==> src/rtl/alu_b_pkg.sv <==
// Shared select codes and skid-buffer state encoding for the ALU B-operand stage.
package alu_b_pkg;

    localparam logic [2:0] SEL_B     = 3'd0;
    localparam logic [2:0] SEL_CONST = 3'd1;
    localparam logic [2:0] SEL_IMM   = 3'd2;
    localparam logic [2:0] SEL_SHIMM = 3'd3;
    localparam logic [2:0] SEL_NOTB  = 3'd4;
    localparam logic [2:0] SEL_NEGB  = 3'd5;

    typedef enum logic [1:0] {
        BUF_EMPTY = 2'd0,
        BUF_ONE   = 2'd1,
        BUF_FULL  = 2'd2
    } buf_state_t;

endpackage

==> src/rtl/alu_b_skid.sv <==
// Two-entry skid buffer with valid/ready handshakes on both sides.
// in_ready is a flop, so it has no combinational path from out_ready.
module alu_b_skid
    import alu_b_pkg::*;
#(
    parameter int WIDTH = 32
) (
    input  logic             clk,
    input  logic             reset_n,
    input  logic             in_valid,
    output logic             in_ready,
    input  logic [WIDTH-1:0] in_data,
    output logic             out_valid,
    input  logic             out_ready,
    output logic [WIDTH-1:0] out_data
);

    buf_state_t       state_q;
    buf_state_t       state_d;
    logic [WIDTH-1:0] head_q;
    logic [WIDTH-1:0] tail_q;
    logic             ready_q;
    logic             accept;
    logic             drain;
    logic             load_head;
    logic             load_tail;
    logic             head_from_tail;

    assign out_valid = (state_q != BUF_EMPTY);
    assign in_ready  = ready_q;
    assign out_data  = head_q;
    assign accept    = in_valid && ready_q;
    assign drain     = out_valid && out_ready;

    // The head slot always holds the oldest entry; the tail only fills when the head is stalled.
    always_comb begin
        state_d        = state_q;
        load_head      = 1'b0;
        load_tail      = 1'b0;
        head_from_tail = 1'b0;
        case (state_q)
            BUF_EMPTY: begin
                if (accept) begin
                    state_d   = BUF_ONE;
                    load_head = 1'b1;
                end
            end
            BUF_ONE: begin
                if (accept && drain) begin
                    load_head = 1'b1;
                end else if (accept) begin
                    state_d   = BUF_FULL;
                    load_tail = 1'b1;
                end else if (drain) begin
                    state_d = BUF_EMPTY;
                end
            end
            BUF_FULL: begin
                if (drain) begin
                    state_d        = BUF_ONE;
                    head_from_tail = 1'b1;
                end
            end
            default: begin
                state_d = BUF_EMPTY;
            end
        endcase
    end

    always_ff @(posedge clk or negedge reset_n) begin
        if (!reset_n) begin
            state_q <= BUF_EMPTY;
            ready_q <= 1'b0;
            head_q  <= '0;
            tail_q  <= '0;
        end else begin
            state_q <= state_d;
            ready_q <= (state_d != BUF_FULL);
            if (load_head) begin
                head_q <= in_data;
            end else if (head_from_tail) begin
                head_q <= tail_q;
            end
            if (load_tail) begin
                tail_q <= in_data;
            end
        end
    end

endmodule

==> src/rtl/alu_b_operand_stage.sv <==
// ALU B-operand select stage: decodes sel into an operand, buffers it in a skid buffer, counts illegal selects.
// Define ALU_B_NEG_EN to enable sel 5 (two's-complement negation of data_0); otherwise sel 5 is illegal.
module alu_b_operand_stage
    import alu_b_pkg::*;
#(
    parameter int          WIDTH     = 32,
    parameter int unsigned CONST_VAL = 4,
    parameter int          ERR_CNT_W = 8
) (
    input  logic                 clk,
    input  logic                 reset_n,
    input  logic [2:0]           sel,
    input  logic [WIDTH-1:0]     data_0,
    input  logic [WIDTH-1:0]     data_2,
    input  logic [WIDTH-1:0]     data_3,
    input  logic                 in_valid,
    output logic                 in_ready,
    output logic [WIDTH-1:0]     data_out,
    output logic                 out_valid,
    input  logic                 out_ready,
    output logic                 sel_err,
    output logic [ERR_CNT_W-1:0] err_cnt
);

    localparam logic [WIDTH-1:0] CONST_W = WIDTH'(CONST_VAL);

    logic [WIDTH-1:0] operand;
    logic             illegal;
    logic             accept;

    assign accept = in_valid && in_ready;

    // Illegal selects still produce a defined operand so the pipeline never stalls on them.
    always_comb begin
        operand = CONST_W;
        illegal = 1'b0;
        case (sel)
            SEL_B:     operand = data_0;
            SEL_CONST: operand = CONST_W;
            SEL_IMM:   operand = data_2;
            SEL_SHIMM: operand = data_3;
            SEL_NOTB:  operand = ~data_0;
`ifdef ALU_B_NEG_EN
            SEL_NEGB:  operand = ~data_0 + WIDTH'(1);
`endif
            default:   illegal = 1'b1;
        endcase
    end

    always_ff @(posedge clk or negedge reset_n) begin
        if (!reset_n) begin
            sel_err <= 1'b0;
            err_cnt <= '0;
        end else if (accept && illegal) begin
            sel_err <= 1'b1;
            if (err_cnt != {ERR_CNT_W{1'b1}}) begin
                err_cnt <= err_cnt + ERR_CNT_W'(1);
            end
        end
    end

    alu_b_skid #(
        .WIDTH (WIDTH)
    ) u_skid (
        .clk       (clk),
        .reset_n   (reset_n),
        .in_valid  (in_valid),
        .in_ready  (in_ready),
        .in_data   (operand),
        .out_valid (out_valid),
        .out_ready (out_ready),
        .out_data  (data_out)
    );

endmodule
==> config.mk <==
export PLATFORM = sky130hd
export DESIGN_NAME = alu_b_operand_stage
export DESIGN_NICKNAME = d
export VERILOG_FILES = /design/src/rtl/alu_b_pkg.sv /design/src/rtl/alu_b_skid.sv /design/src/rtl/alu_b_operand_stage.sv
export SDC_FILE = /design/constraint.sdc
export NUM_CORES = 1
export LEC_CHECK = 0
export ABC_AREA = 1
export CAP_MARGIN = 20
export CORE_MARGIN = 10
export CORE_UTILIZATION = 44
export CTS_CLUSTER_DIAMETER = 30
export DETAILED_ROUTE_END_ITERATION = 10
export GPL_ROUTABILITY_DRIVEN = 0
export GPL_TIMING_DRIVEN = 0
export PLACE_DENSITY = 0.81
export SETUP_SLACK_MARGIN = 0.15
export SYNTH_ARGS = -nofsm -noshare
export SYNTH_HDL_FRONTEND = slang
export SYNTH_HIERARCHICAL = 1
export SYNTH_SLANG_ARGS = --single-unit
export TNS_END_PERCENT = 5
==> constraint.sdc <==
create_clock -name clk -period 1.22 [get_ports clk]
set_input_delay 0.183 -clock clk [delete_from_list [all_inputs] [get_ports clk]]
set_output_delay 0.183 -clock clk [all_outputs]
set_load 0.05 [all_outputs]
==> metrics.yaml, run 1 <==
total_power_mw: 14.91
drc: 0
fin_area_um2: 7061
rsz0062_at_grt: "true"
cts_tree: "built"
reg2reg_to: "u_skid/tail_q[18]$_DFFE_PN0P_"
initial_core_util_pct: 45.32
r2r_cells: 6
finalCritPeriodShare_pct: 110.0
synth_edf_count: 0
rrSetupSlack_ns: -0.09
max_stage_delay_ns: 0.48
cpMaxStageDelayCell: "dfrtp_2"
clock_skew_ns: 0.007010
synth_area_um2: 4935
firstDrtPassIters: 5
synth_top_cell_by_area: "dfrtp_1"
synthMuxAreaShare_pct: 0
synth-main-ff-cell: "dfrtp_1"
vias: 5232
wl_per_cell_um: 16.13
row_count: 38
grt_pass1_vias: 5078
viasPerCell: 5.185
n_antenna_cell: 0
syn_inst: 696
io_buffers: 144
yosysWarnings: 6
critPathKind: "flip-flop to primary output"
grt_max_degree: 54
drv_cap: 0
p_sw_mw: 7.105
setup_viol: 59
period_minus_slack_ns: 1.342
fmax_mhz: 745.3
hold_depth: 5
tightest_slew_ns: 0.4774
numCtsBuffers: 9
power.density_nw_per_um2: 2111
cts_root_buffer: "clkbuf_8"
cts_buffer_depth: 2
critPathCaptureType: "primary output"
placed_area_um2: 6616
r2r_start: "u_skid/in_ready$_DFF_PN0_"
synth-seq-cells: 76
yosysTopAreaCellShare_pct: 38.54
clkSlewWorstSetupHoldPaths_ns: 0.08
power_frac_clock_pct: 14.1
nets: 969
p_seq_share_pct: 29.9
cts_num_sinks: 76
min_path_type: "input pin to flip-flop"
synth_cell_types: 26
required_ns: 1.04
hold_start: "sel[2]"
grt_usage_pct: 19.62
cts_max_level: 3
violations: "setup timing"
peakVddDrop_uv: 1511
synth_fa_ha_area_share_pct: 0.2535
min_to: "err_cnt[6]$_DFFE_PN0P_"
drt-total-wl_um: 16280
overflow: 0
synthArstFlopShare_pct: 100.0
crit_buf_inv: 2
slew_violations: 0
cp_top_family: "flip-flops"
maxSlewHeadroom_pct: 68.17
area_delta_synth_final_pct: 43.08
crit_chain: "nor2_4 > inv_2 > buf_6"
synth.area.top_cells: "dfrtp_1, nand2_1, nand4_1, nand3_1, inv_1"
ys_seq_area_share_pct: 38.54
synth_area_per_cell_um2: 7.090
setup_ws_ns: -0.1218
drt_iter0_markers: 490
cp_max_fo: 4
drive_above_1_share_pct: 22.21
synth_top_family_by_area: "simple AND/OR/NAND/NOR gates"
clk_latency_ns: 0.36
finalHoldViolations: 0
p_sw_share_pct: 47.66
syn-num-nets: 800
worstSetupStartpointType: "flip-flop"
die_h_um: 125.9
ios: 146
core_area_um2: 10890
synthSimpleGateAreaFrac_pct: 41.33
power.leakage_nw: 3.447
dieArea_um2: 15850
grt_pass1_wl_um: 25860
pwr-share-comb_pct: 55.9
die_w_um: 125.9
p_int_mw: 7.802
arrival_ns: 1.16
antenna_found_initial: 0
synth-compound-area-share_pct: 5.832
outcome: "complete, but fails checks"
synth_xor_area_share_pct: 0.5325
hpwl_um: 11790
drtAntennaViolNets: 0
-- power groups by stage --
stage	logic, mW	clock network (mW)	registers, mW
global placement	7.90	0	4.39
CTS	8.14	2.12	4.43
floorplan	3.27	0	6.49
finish	8.33	2.11	4.46
detailed placement	8.03	0	4.44
global route	8.91	2.23	4.61
-- cell type report --
type | instances | area [µm²]
buffer | 44 | 431.7
clock buffer | 10 | 127.6
clock inverter | 5 | 77.57
fill | 928 | 3827
inverter | 84 | 320.3
multi-input combinational | 492 | 2447
sequential | 76 | 1914
tap | 140 | 175.2
timing repair buffer | 158 | 1567
-- cells in the final DEF, fill, tap and decap left out, types with 4 or more instances in the layout --
master / n
nand3_2: 4
clkbuf_8: 12
buf_6: 36
nand2_4: 4
inv_1: 72
buf_4: 29
inv_2: 10
clkdlybuf4s50_1: 97
nand3_1: 69
dfrtp_1: 66
clkdlybuf4s15_2: 6
nand2_2: 4
nor2_4: 5
nand4_1: 65
buf_2: 11
clkbuf_4: 4
nor2_1: 7
o21ai_2: 30
dfrtp_2: 10
nand2_1: 288
buf_8: 7
-- flip-flops by register name, indices dropped and copies added, names as in the netlist --
name	cells
err_cnt	8
sel_err	1
u_skid/in_ready	1
u_skid/out_data	32
u_skid/state_q	2
u_skid/tail_q	32
-- Yosys cell counts (3+ instances only) --
cell	n
buf_2	15
buf_4	12
buf_6	12
clkbuf_8	3
dfrtp_1	76
inv_1	76
inv_2	7
nand2_1	292
nand2_4	4
nand3_1	72
nand4_1	65
nor2_1	10
nor2_2	3
o21ai_1	3
o21ai_2	30
-- repair_timing --
action | in CTS | in global routing
setup endpoints to repair | 118 | 119
buffers inserted | 8 | 2
hold buffers | 1 | 0
pin swaps | 13 | 10
endpoints found under the hold margin | 23 | 0
gates resized for setup | 243 | 78
gates cloned | 1 | 1
-- worst min-delay path, delay by kind of cell --
family	cells	cell delay [ns]
and+or+nand+nor	4	0.26
buffers and inverters	1	0.13
-- per-stage QoR --
stage	std cells	setup TNS [ns]	hold WS, ns	utilization (%)	worst slack [ns]
after floorplan	696	-5.192	-0.1126	-	-0.1062
after global placement	980	-254.66	0.4496	60.54	-3.021
after detailed placement	981	-44.65	0.1106	60.77	-0.7325
after CTS	1006	-3.559	0.2299	64.24	-0.1124
after global routing	1009	-7.273	0.2645	64.85	-0.1617
final	1009	-2.744	0.2411	64.85	-0.1218
-- how the worst max path moves through the flow --
| stage | startpoint | end | slack, ns | cells after the start |
|---|---|---|---|---|
| finish | u_skid/state_q[0]$_DFF_PN0_ | out_valid | -0.12 | 3 |
| global route | u_skid/state_q[0]$_DFF_PN0_ | out_valid | -0.16 | 3 |
| CTS | u_skid/state_q[1]$_DFF_PN0_ | out_valid | -0.11 | 4 |
| detailed placement | sel[2] | u_skid/out_data[18]$_DFFE_PN0P_ | -0.73 | 11 |
| global placement | reset_n | u_skid/in_ready$_DFF_PN0_ | -3.02 | 1 |
| floorplan | err_cnt[1]$_DFFE_PN0P_ | err_cnt[4]$_DFFE_PN0P_ | -0.11 | 8 |
-- per-layer routing --
metal	track usage (%)	wire length (µm)	up-vias
li1	-	-	2580
met1	24.93	6845	2392
met2	31.51	7611	232
met3	5.117	1474	28
met4	6.832	344	0
met5	0	0	-
-- logic make-up after synthesis --
logic type / after synthesis
and+or+nand+nor: 453
buffers and inverters: 128
DFF: 76
AOI/OAI and AO/OA: 35
xor gates and xnor gates: 3
adders and majority gates: 1
Note: power is estimated with default switching activity, not from simulation.
==> run 2: changes to the inputs <==
SLEW_MARGIN = 10   (was default)
==> results of run 2 <==
Same layout as run 1: the final DEF is identical, and so are final timing and power.
